==> src/rtl/query_frame_loader.sv <==
// Host word-stream frame assembler for the bfis top-k search engine.
// Builds sentinel/query/k/vertex frames, launches a search, times the result stream.
module query_frame_loader #(
    parameter int DIM            = 4,
    parameter int MAX_K          = 16,
    parameter int TIMEOUT_CYCLES = 1000000
) (
    input  logic        clk_in,
    input  logic        rst_in,
    input  logic [31:0] word_in,
    input  logic        word_valid_in,
    output logic        word_ready_out,
    output logic [31:0] query_out [DIM-1:0],
    output logic [15:0] k_out,
    output logic [31:0] vertex_id_out,
    output logic        valid_out,
    input  logic        result_valid_in,
    output logic        busy_out,
    output logic [31:0] cycles_out,
    output logic        cycles_valid_out,
    output logic        frame_err_out
);

    localparam logic [1:0] S_IDLE    = 2'd0;
    localparam logic [1:0] S_COLLECT = 2'd1;
    localparam logic [1:0] S_LAUNCH  = 2'd2;
    localparam logic [1:0] S_BUSY    = 2'd3;

    localparam int          IW       = $clog2(DIM + 2);
    localparam logic [IW-1:0] IDX_K  = IW'(DIM);
    localparam logic [31:0] SENTINEL = 32'hFFFF_FFFF;
    localparam logic [32:0] TO_LIM   = 33'(TIMEOUT_CYCLES);
    localparam logic [15:0] K_MAX    = 16'(MAX_K);

    logic [1:0]    state;
    logic [IW-1:0] idx;
    logic [31:0]   shadow_q [DIM-1:0];
    logic [15:0]   shadow_k;
    logic [15:0]   res_cnt;
    logic [31:0]   cnt;

    logic          accept;
    logic          is_sent;
    logic          k_ok;
    logic [32:0]   cnt_inc;
    logic          done;
    logic          timeout;

    assign word_ready_out = rst_in && (state == S_IDLE || state == S_COLLECT);
    assign valid_out      = (state == S_LAUNCH);
    assign busy_out       = (state == S_LAUNCH) || (state == S_BUSY);

    assign accept  = word_valid_in && word_ready_out;
    assign is_sent = (word_in == SENTINEL);
    assign k_ok    = (shadow_k != 16'd0) && (shadow_k <= K_MAX);
    assign cnt_inc = {1'b0, cnt} + 33'd1;

    // Completion takes priority over a timeout landing on the same cycle.
    assign done    = (state == S_BUSY) && result_valid_in
                     && (res_cnt + 16'd1 == k_out);
    assign timeout = (state == S_BUSY) && (TIMEOUT_CYCLES != 0)
                     && (cnt_inc >= TO_LIM) && !done;

    always_ff @(posedge clk_in or negedge rst_in) begin
        if (!rst_in) begin
            state            <= S_IDLE;
            idx              <= '0;
            shadow_k         <= '0;
            res_cnt          <= '0;
            cnt              <= '0;
            k_out            <= '0;
            vertex_id_out    <= '0;
            cycles_out       <= '0;
            cycles_valid_out <= 1'b0;
            frame_err_out    <= 1'b0;
            for (int i = 0; i < DIM; i++) begin
                shadow_q[i]  <= '0;
                query_out[i] <= '0;
            end
        end else begin
            cycles_valid_out <= 1'b0;
            frame_err_out    <= 1'b0;
            unique case (state)
                S_IDLE: begin
                    if (accept && is_sent) begin
                        state <= S_COLLECT;
                        idx   <= '0;
                    end
                end
                S_COLLECT: begin
                    if (accept) begin
                        if (is_sent) begin
                            idx <= '0;
                        end else if (idx < IDX_K) begin
                            for (int i = 0; i < DIM; i++)
                                if (idx == IW'(i))
                                    shadow_q[i] <= word_in;
                            idx <= idx + 1'b1;
                        end else if (idx == IDX_K) begin
                            shadow_k <= word_in[15:0];
                            idx      <= idx + 1'b1;
                        end else begin
                            idx <= '0;
                            if (k_ok) begin
                                state         <= S_LAUNCH;
                                query_out     <= shadow_q;
                                k_out         <= shadow_k;
                                vertex_id_out <= word_in;
                            end else begin
                                state         <= S_IDLE;
                                frame_err_out <= 1'b1;
                            end
                        end
                    end
                end
                S_LAUNCH: begin
                    cnt     <= '0;
                    res_cnt <= '0;
                    state   <= S_BUSY;
                end
                S_BUSY: begin
                    if (cnt != '1)
                        cnt <= cnt + 32'd1;
                    if (result_valid_in)
                        res_cnt <= res_cnt + 16'd1;
                    if (done) begin
                        cycles_out       <= (cnt == '1) ? cnt : cnt_inc[31:0];
                        cycles_valid_out <= 1'b1;
                        state            <= S_IDLE;
                    end else if (timeout) begin
                        frame_err_out <= 1'b1;
                        state         <= S_IDLE;
                    end
                end
                default: state <= S_IDLE;
            endcase
        end
    end

endmodule

==> config.mk <==
export PLATFORM = sky130hd
export DESIGN_NAME = query_frame_loader
export DESIGN_NICKNAME = d
export VERILOG_FILES = /design/src/rtl/query_frame_loader.sv
export SDC_FILE = /design/constraint.sdc
export NUM_CORES = 1
export LEC_CHECK = 0
export CAP_MARGIN = 20
export CORE_MARGIN = 2
export CORE_UTILIZATION = 32
export CTS_BUF_LIST = sky130_fd_sc_hd__clkbuf_4 sky130_fd_sc_hd__clkbuf_8
export DETAILED_ROUTE_END_ITERATION = 16
export SETUP_SLACK_MARGIN = 0.15
export SLEW_MARGIN = 5
export SYNTH_ARGS = -nofsm -noshare
export SYNTH_HDL_FRONTEND = slang
export SYNTH_SLANG_ARGS = --single-unit
==> constraint.sdc <==
create_clock -name clk_in -period 6 [get_ports clk_in]
set_input_delay 0.9 -clock clk_in [delete_from_list [all_inputs] [get_ports clk_in]]
set_output_delay 0.9 -clock clk_in [all_outputs]
set_load 0.01 [all_outputs]
==> results of run 1 <==
==> flip-flops by register name, summed over array words and instances (netlist names), named ones only <==
signal            count
query_out           128
shadow_q            128
cnt                  32
cycles_out           32
vertex_id_out        32
k_out                16
res_cnt              16
shadow_k             16
idx                   3
cycles_valid_out      1
frame_err_out         1
state                 1
==> layout make-up <==
type                    instances  area, µm²  area share
flip-flops and latches        407      10200       0.459
multi-input cells             817       6760       0.305
diodes                          1       2.50    0.000113
well taps                     696        871      0.0393
repair buffers                266       2710       0.122
clock inverters                19        174     0.00784
inverters                      13       48.8     0.00220
clock buffers                 112       1420      0.0642
==> report_power, final <==
| part | leakage [nW] | internal (mW) | total (mW) | switching (mW) |
|---|---|---|---|---|
| logic | 4.03 | 0.573 | 1.15 | 0.578 |
| registers | 5.63 | 3.02 | 3.21 | 0.194 |
| clock network | 0.850 | 1.58 | 2.79 | 1.21 |
==> cells in the mapped netlist (12+ instances only) <==
cell | number | area share
xor2_1 | 17 | 0.0086
mux2_2 | 332 | 0.22
dfrtp_1 | 407 | 0.59
o31ai_1 | 13 | 0.0056
nand4_1 | 22 | 0.0079
nand3_1 | 36 | 0.010
and2_1 | 17 | 0.0061
buf_2 | 28 | 0.0081
and3_1 | 17 | 0.0061
nand2_1 | 84 | 0.018
nor2_1 | 48 | 0.010
nor3_1 | 12 | 0.0035
a21oi_1 | 17 | 0.0049
clkbuf_1 | 26 | 0.0056
inv_1 | 13 | 0.0028
xnor2_1 | 37 | 0.019
o21ai_0 | 55 | 0.016
buf_1 | 17 | 0.0037
==> cell families after synthesis <==
kind of cell / after synthesis / share of synthesized area
AOI/OAI and AO/OA: 131 / 0.0466
and+or+nand+nor: 279 / 0.0852
muxes: 345 / 0.224
xor gates and xnor gates: 54 / 0.0273
adders and majority gates: 8 / 0.00577
DFF: 407 / 0.587
buffers and inverters: 93 / 0.0246
==> worst max-delay path by stage <==
stage                            startpoint                       endpoint
global placement                 word_in[2]     query_out[109]$_DFFE_PN0P_
global route        shadow_k[1]$_DFFE_PN0P_     query_out[112]$_DFFE_PN0P_
floorplan                            rst_in       shadow_k[10]$_DFFE_PN0P_
finish                          word_in[19]     query_out[112]$_DFFE_PN0P_
detailed placement               word_in[2]     query_out[112]$_DFFE_PN0P_
CTS                 shadow_k[1]$_DFFE_PN0P_  vertex_id_out[15]$_DFFE_PN0P_
==> layer usage <==
layer  track usage  up-vias
met5             0        -
met4        0.0470        4
met3        0.0709       81
met2         0.243      336
met1         0.212     5890
li1              -     5228
==> per-stage QoR <==
| step | util | setup WS, ps | power (mW) | hold WS [ps] |
|---|---|---|---|---|
| after detailed placement | 0.383 | 1390 | 4.40 | 472 |
| after global placement | 0.382 | 1440 | 4.36 | 465 |
| final | 0.413 | 2150 | 7.16 | 166 |
| after floorplan | - | 2990 | 3.85 | 454 |
| after global routing | 0.413 | 1870 | 7.55 | 140 |
| after CTS | 0.412 | 2070 | 7.27 | 100 |
==> flow_metrics.py, run 1 <==
metrics = {
    "status": {
        "run_status": "completed",
    },
    "timing": {
        "setup_tns_ps": 0,
        "finalSetupViolCount": 0,
        "slew_headroom": 0.256,
        "clock_skew_ps": 31.2,
        "slew_viol_final": 0,
        "min_period_over_period": 0.642,
        "final_hold_viol_count": 0,
        "rsz0062_at_grt": "false",
        "fmax_mhz": 259,
        "tightest_slew_ps": 1120,
        "period_needed_ps": 3850,
    },
    "setup_path": {
        "cp_max_fo": 51,
        "crit_buf_inv": 2,
        "cp.depth": 8,
        "critPathCaptureType": "flip-flop",
        "r2r_setup_slack_ps": 2200,
        "path_class": "input pin to flip-flop",
        "startpoint_type": "input pin",
        "reg2reg_to": "vertex_id_out[15]$_DFFE_PN0P_",
        "slowest_stage": "nor4_1",
        "timing.rr.start": "shadow_k[1]$_DFFE_PN0P_",
        "required_ps": 6520,
        "rr_worst_depth": 7,
        "cp_top_family": "simple AND/OR/NAND/NOR gates",
        "crit_arrival_ps": 4380,
        "crit_chain": "clkdlybuf4s50_1, nand4_1, nor4_1, nand2_1, and3_1, nand3_4, buf_12, mux2_2",
        "max_stage_delay_ps": 780,
    },
    "grt": {
        "grt_pass1_wl_mm": 70.8,
        "grt_use_total": 0.162,
        "grt-ovfl-total": 0,
        "antenna_found_initial": 4,
        "grt_max_degree": 169,
        "grt_pass1_vias": 12000,
    },
    "clock_tree": {
        "cts_hold_buf": 0,
        "cts_tree": "built",
        "post_cts_resized": 0,
        "postCtsSetupRepairBufs": 0,
        "insertion_delay_ps": 650,
        "cts.sinks": 407,
        "clockBufferDepth": 3,
        "clockRootBuffer": "clkbuf_8",
        "cts_buffers": 75,
        "htree_levels": 3,
        "clkSlewWorstSetupHoldPaths_ps": 60,
    },
    "drt": {
        "ant_nets": 0,
        "vias": 11500,
        "drtPass1Iterations": 5,
        "finalWirelength_mm": 44.8,
        "route.met2.wl_mm": 19.8,
        "wl_per_cell_um": 19.2,
        "dr_wl_met3_mm": 4.25,
        "met1_length_mm": 19.8,
        "top_layer": "met5",
        "drcViolationCount": 0,
        "viasPerCell": 4.95,
        "first_iter_violations": 705,
    },
    "floorplanning": {
        "die_y_um": 237,
        "ioPinCount": 249,
        "dieArea_um2": 56100,
        "rows": 85,
        "die_width_um": 237,
        "core_um2": 53700,
        "start_util": 0.323,
    },
    "cells_and_area": {
        "drive_above_1_share": 0.305,
        "final_cell_area_um2": 22200,
        "syn2layout_area_growth_pct": 27.8,
        "fill_cells": 4989,
        "mostFrequentLayoutCell": "dfrtp_1",
        "stdcell_count": 2331,
        "nets": 1624,
        "final_cell_mix": "dfrtp_1, mux2_2, clkdlybuf4s50_1",
    },
    "synth": {
        "ys.flop_type": "dfrtp_1",
        "avgSynthCellArea_um2": 13.2,
        "syn-num-nets": 1361,
        "ys_seq_elements": 407,
        "synth_warnings": 0,
        "ys_seq_area_frac": 0.587,
        "syn_inst": 1317,
        "asyncSetResetFlopFracSynth": 1.00,
        "synth_area_um2": 17400,
        "synth_cell_type_count": 62,
        "synth-edff-count": 0,
    },
    "pwr": {
        "ir_drop_mv": 0.239,
        "powerDensity_nw_per_um2": 323,
        "p_leak_nw": 10.5,
    },
    "placed_design": {
        "finalWeightedCongestion": 0.872,
        "port_buffers": 248,
        "placedInstanceArea_um2": 20500,
        "dp.cells": 2198,
        "dp_hpwl_mm": 29.3,
    },
    "job": {
        "maxCapViolCount": 0,
    },
    "worst_hold_path": {
        "hold_class": "input pin to async pin",
    },
}
Note: power is estimated with default switching activity, not from simulation.
==> inputs of run 2 (changes only) <==
clock period = 3.84 ns   (was 6 ns; I/O delays follow)
==> run 2 against run 1 <==
Combinational power grew 58%. Core utilization grew 0.41 points. Worst setup slack lost 1400 ps. Largest cell class unchanged. Clock skew grew 1.5 ps. Sequential cell count is the same. Die area is the same. Via count grew 0.37%. Critical endpoint is now cycles_out[28]$_DFFE_PN0P_. Cell count grew 1.1%. First-iteration DRC count grew 12%. Routed wire length grew 1.6%.
==> flow_metrics.py, run 2 (same netlist as run 1, synthesis figures left out) <==
metrics = {
    "placed_design": {
        "placedInstanceArea_um2": 20800,
        "dp_slack_ps": 256,
        "dp_hpwl_mm": 30.8,
        "port_buffers": 248,
        "finalWeightedCongestion": 0.868,
    },
    "pwr": {
        "powerDensity_nw_per_um2": 501,
        "ir_drop_mv": 0.274,
        "p_leak_nw": 10.6,
    },
    "floorplanning": {
        "rows": 85,
        "die_y_um": 237,
        "die_width_um": 237,
        "dieArea_um2": 56100,
        "core_um2": 53700,
        "ioPinCount": 249,
        "start_util": 0.323,
    },
    "clock_tree": {
        "clockBufferDepth": 3,
        "insertion_delay_ps": 640,
        "cts_hold_buf": 0,
        "cts.sinks": 407,
        "htree_levels": 3,
        "clockRootBuffer": "clkbuf_8",
        "post_cts_resized": 0,
        "postCtsSetupRepairBufs": 0,
        "cts_tree": "built",
        "cts_buffers": 75,
        "clkSlewWorstSetupHoldPaths_ps": 60,
    },
    "timing": {
        "min_period_over_period": 0.806,
        "finalSetupViolCount": 0,
        "slew_viol_final": 0,
        "fmax_mhz": 323,
        "slew_headroom": 0.378,
        "period_needed_ps": 3100,
        "rsz0062_at_grt": "false",
        "tightest_slew_ps": 934,
        "clock_skew_ps": 32.7,
        "setup_tns_ps": 0,
        "setup_ws_ps": 745,
        "final_hold_viol_count": 0,
    },
    "cells_and_area": {
        "utilization": 0.417,
        "final_cell_mix": "dfrtp_1, mux2_2, clkdlybuf4s50_1",
        "drive_above_1_share": 0.316,
        "final_cell_area_um2": 22400,
        "reg_top3": "query_out (128), shadow_q (128)",
        "syn2layout_area_growth_pct": 29.0,
        "mostFrequentLayoutCell": "dfrtp_1",
        "nets": 1652,
        "antenna_cells": 0,
    },
    "grt": {
        "grt_use_total": 0.164,
        "grt-ovfl-total": 0,
        "grt_pass1_wl_mm": 72.1,
        "antenna_found_initial": 2,
        "grt_pass1_vias": 12200,
        "grt_max_degree": 172,
    },
    "setup_path": {
        "startpoint_type": "flip-flop",
        "path_class": "flip-flop to flip-flop",
        "critPathCaptureType": "flip-flop",
        "crit_arrival_ps": 3600,
        "required_ps": 4350,
        "cp_max_fo": 34,
    },
    "drt": {
        "drcViolationCount": 0,
        "drtPass1Iterations": 5,
        "ant_nets": 0,
        "vias": 11600,
        "viasPerCell": 4.92,
        "finalWirelength_mm": 45.5,
        "first_iter_violations": 790,
        "wl_per_cell_um": 19.3,
    },
    "job": {
        "maxCapViolCount": 0,
    },
    "status": {
        "run_status": "completed",
    },
    "worst_hold_path": {
        "hold_class": "input pin to async pin",
    },
}
## run 2: changes by cell type in the layout (fill, tap and decap cells not counted), moves of 2 or more
cell        delta
clkinv_2       -4
clkbuf_4       +3
inv_12         -2
clkinvlp_4     +2
buf_12         +3
buf_4         +27
## run 2: stage by stage
stage / instances / total power [mW] / hold slack [ps]
final: 2356 / 11.2 / 76.1
after global routing: 2356 / 11.8 / 107
after CTS: 2356 / 11.4 / 46.7
after detailed placement: 2227 / 6.94 / 472
after global placement: 2227 / 6.88 / 465
after floorplan: 1317 / 6.02 / 280
## run 2: area by class of cell
type	instances	area (µm²)
fill	5023	31300
sequential	407	10200
multi-input combinational	817	6760
timing repair buffer	294	2930
clock buffer	114	1430
tap	696	871
clock inverter	15	165
inverter	13	48.8
## run 2: final timing paths
kind                                              end                       from  cells past startpoint  slack, ps
setup / recovery           cycles_out[28]$_DFFE_PN0P_     res_cnt[0]$_DFFE_PN0P_                      9        740
hold / removal             query_out[103]$_DFFE_PN0P_                     rst_in                      2         80
setup reg to reg           cycles_out[28]$_DFFE_PN0P_     res_cnt[0]$_DFFE_PN0P_                      9        740
hold reg to reg             shadow_q[109]$_DFFE_PN0P_  shadow_q[109]$_DFFE_PN0P_                      1        490
max in group asynchronous      res_cnt[6]$_DFFE_PN0P_                     rst_in                      3       2300
min in group clk_in         shadow_q[109]$_DFFE_PN0P_  shadow_q[109]$_DFFE_PN0P_                      1        490
## run 2: per-layer routing
metal	vias to the layer above	track usage	routed length, µm
li1	5267	-	-
met1	5924	0.212	19600
met2	331	0.255	20900
met3	58	0.0669	4350
met4	2	0.0433	653
met5	-	0	10
## run 2: report_power, final
part	total, mW	switching [mW]	internal, mW
clock	4.37	1.85	2.52
combinational	1.82	0.908	0.911
sequential	5.03	0.312	4.72
## run 2: critical path: stages, from the launching register on
cell       delay, ps
dfrtp_1          440
ha_1             290
nand4_1          260
nor2_1           300
xnor2_1          160
a2111oi_1        440
nand4_1          200
nand4b_1         220
buf_4            280
mux2_1           370
==> inputs of run 3 (changes only) <==
clock period = 2.57 ns   (was 3.84 ns; I/O delays follow)
==> run 3 against run 2 <==
The run now ends with negative setup slack left. Clock-buffer cell count rose by 12. Clock skew rose by 2.9 ps. Die area did not move. Sequential power rose by 49%. Maximum frequency rose by 19%. Combinational power rose by 100%. Register-to-register slack got worse by 770 ps. Critical path depth rose by 3. Clock power rose by 61%. Critical path type unchanged.
==> flow_metrics.py, run 3 (same netlist as run 1, synthesis figures left out) <==
metrics = {
    "setup_path": {
        "critPathCaptureType": "flip-flop",
        "crit_chain": "ha_4, nand4_1, buf_4, nor4_4, xnor2_2, xnor2_1, nor2_1, and3_1, nand4b_1, buf_6, clkbuf_16, mux2_2",
        "reg2reg_to": "cycles_out[6]$_DFFE_PN0P_",
        "max_stage_delay_ps": 400,
        "cp_max_fo": 8,
        "crit_arrival_ps": 3110,
        "path_class": "flip-flop to flip-flop",
        "slowest_stage": "dfrtp_1",
        "rr_worst_depth": 12,
        "r2r_setup_slack_ps": -30,
        "startpoint_type": "flip-flop",
        "timing.rr.start": "res_cnt[1]$_DFFE_PN0P_",
        "required_ps": 3090,
    },
    "clock_tree": {
        "htree_levels": 3,
        "cts_buffers": 75,
        "clockRootBuffer": "clkbuf_8",
        "clkSlewWorstSetupHoldPaths_ps": 60,
        "insertion_delay_ps": 660,
        "cts.sinks": 407,
        "clockBufferDepth": 3,
        "cts_tree": "built",
    },
    "placed_design": {
        "finalWeightedCongestion": 0.869,
        "port_buffers": 248,
        "dp_hpwl_mm": 32.5,
    },
    "drt": {
        "met1_length_mm": 23.0,
        "dr_wl_met3_mm": 3.52,
        "finalWirelength_mm": 52.7,
        "first_iter_violations": 723,
        "drcViolationCount": 0,
        "drtPass1Iterations": 5,
        "ant_nets": 0,
        "vias": 12500,
        "viasPerCell": 4.92,
        "wl_per_cell_um": 20.8,
        "route.met2.wl_mm": 25.4,
        "top_layer": "met5",
    },
    "worst_hold_path": {
        "hold_path_depth": 3,
        "hold_class": "input pin to flip-flop",
        "hold_end": "vertex_id_out[25]$_DFFE_PN0P_",
        "min_from": "word_in[25]",
    },
    "timing": {
        "finalSetupViolCount": 14,
        "setup_ws_ps": -29.0,
        "clock_skew_ps": 35.5,
        "rsz0062_at_grt": "true",
        "hold_ws_ps": 331,
        "tightest_slew_ps": 1050,
        "slew_viol_final": 0,
        "slew_headroom": 0.299,
        "fmax_mhz": 385,
        "period_needed_ps": 2600,
        "final_hold_viol_count": 0,
        "min_period_over_period": 1.01,
    },
    "cells_and_area": {
        "nets": 1818,
        "antenna_cells": 0,
        "reg_top3": "query_out (128), shadow_q (128)",
        "final_cell_mix": "dfrtp_1, clkdlybuf4s50_1, mux2_2",
        "drive_above_1_share": 0.410,
        "mostFrequentLayoutCell": "dfrtp_1",
        "syn2layout_area_growth_pct": 47.3,
    },
    "pwr": {
        "finalPower_mw": 18.2,
        "powerDensity_nw_per_um2": 713,
        "ir_drop_mv": 0.447,
        "p_leak_nw": 12.6,
    },
    "grt": {
        "grt_pass1_wl_mm": 78.3,
        "antenna_found_initial": 2,
        "grt_pass1_vias": 13000,
        "grt_use_total": 0.182,
        "grt_max_degree": 178,
        "grt-ovfl-total": 0,
    },
    "floorplanning": {
        "die_y_um": 237,
        "core_um2": 53700,
        "die_width_um": 237,
        "rows": 85,
        "ioPinCount": 249,
        "start_util": 0.323,
        "dieArea_um2": 56100,
    },
    "job": {
        "maxCapViolCount": 0,
    },
    "status": {
        "run_status": "complete, but fails checks",
        "failed_checks": "negative setup slack",
    },
}
-- run 3: layout make-up --
type                            instances  area [µm²]
Inverter                               13        52.6
Multi-Input combinational cell        817        7660
Sequential cell                       407       10200
Clock inverter                         12         143
Fill cell                            4709       28100
Timing Repair Buffer                  460        5060
Clock buffer                          126        1600
Tap cell                              696         871
-- run 3: worst max-delay path by stage --
stage / from / to / slack, ps / cells past startpoint
global route: res_cnt[1]$_DFFE_PN0P_ / cycles_out[14]$_DFFE_PN0P_ / -190 / 12
global placement: word_in[25] / query_out[49]$_DFFE_PN0P_ / -960 / 9
detailed placement: word_in[25] / query_out[49]$_DFFE_PN0P_ / -940 / 9
finish: res_cnt[1]$_DFFE_PN0P_ / cycles_out[6]$_DFFE_PN0P_ / -30 / 12
floorplan: cnt[9]$_DFFE_PN0P_ / frame_err_out$_DFF_PN0_ / 100 / 10
CTS: res_cnt[1]$_DFFE_PN0P_ / cycles_out[28]$_DFFE_PN0P_ / -20 / 10
-- run 3: what timing repair did --
item                                    4_1_cts  5_1_grt
gates resized for setup                     136      134
pin swaps                                    13       31
hold endpoints to repair                     56        0
cloned                                       14       13
hold buffers                                  1        0
setup buffers                                21       18
endpoints found under the setup margin      371      228
-- run 3: through the flow --
step / TNS (ps) / cells / setup slack [ps] / util / area [µm²]
floorplan: 0 / 1317 / 102 / - / 17400
global placement: -282490 / 2326 / -959 / 0.405 / 21800
detailed placement: -271440 / 2326 / -941 / 0.405 / 21800
CTS: -84.1 / 2500 / -22.7 / 0.458 / 24600
global route: -6410 / 2531 / -189 / 0.476 / 25600
finish: -247 / 2531 / -29.0 / 0.476 / 25600
-- run 3: critical path: cells and delay by family, from the launching register on --
| family | cells | cell delay, ps |
|---|---|---|
| simple gates | 5 | 770 |
| buf+inv | 3 | 530 |
| flops | 1 | 400 |
| mux | 1 | 330 |
| xor+xnor | 2 | 300 |
| fa+ha+maj | 1 | 150 |
-- run 3: power by group --
part | switching, mW | leakage [nW] | internal, mW
Sequential | 0.432 | 5.63 | 7.05
Clock | 2.86 | 0.928 | 4.16
Combinational | 1.73 | 6.04 | 1.98
-- run 3: metal layers --
metal,vias up,global-route usage
li1,5618,-
met3,75,0.0589
met2,368,0.289
met4,4,0.0453
met5,-,0
met1,6388,0.240
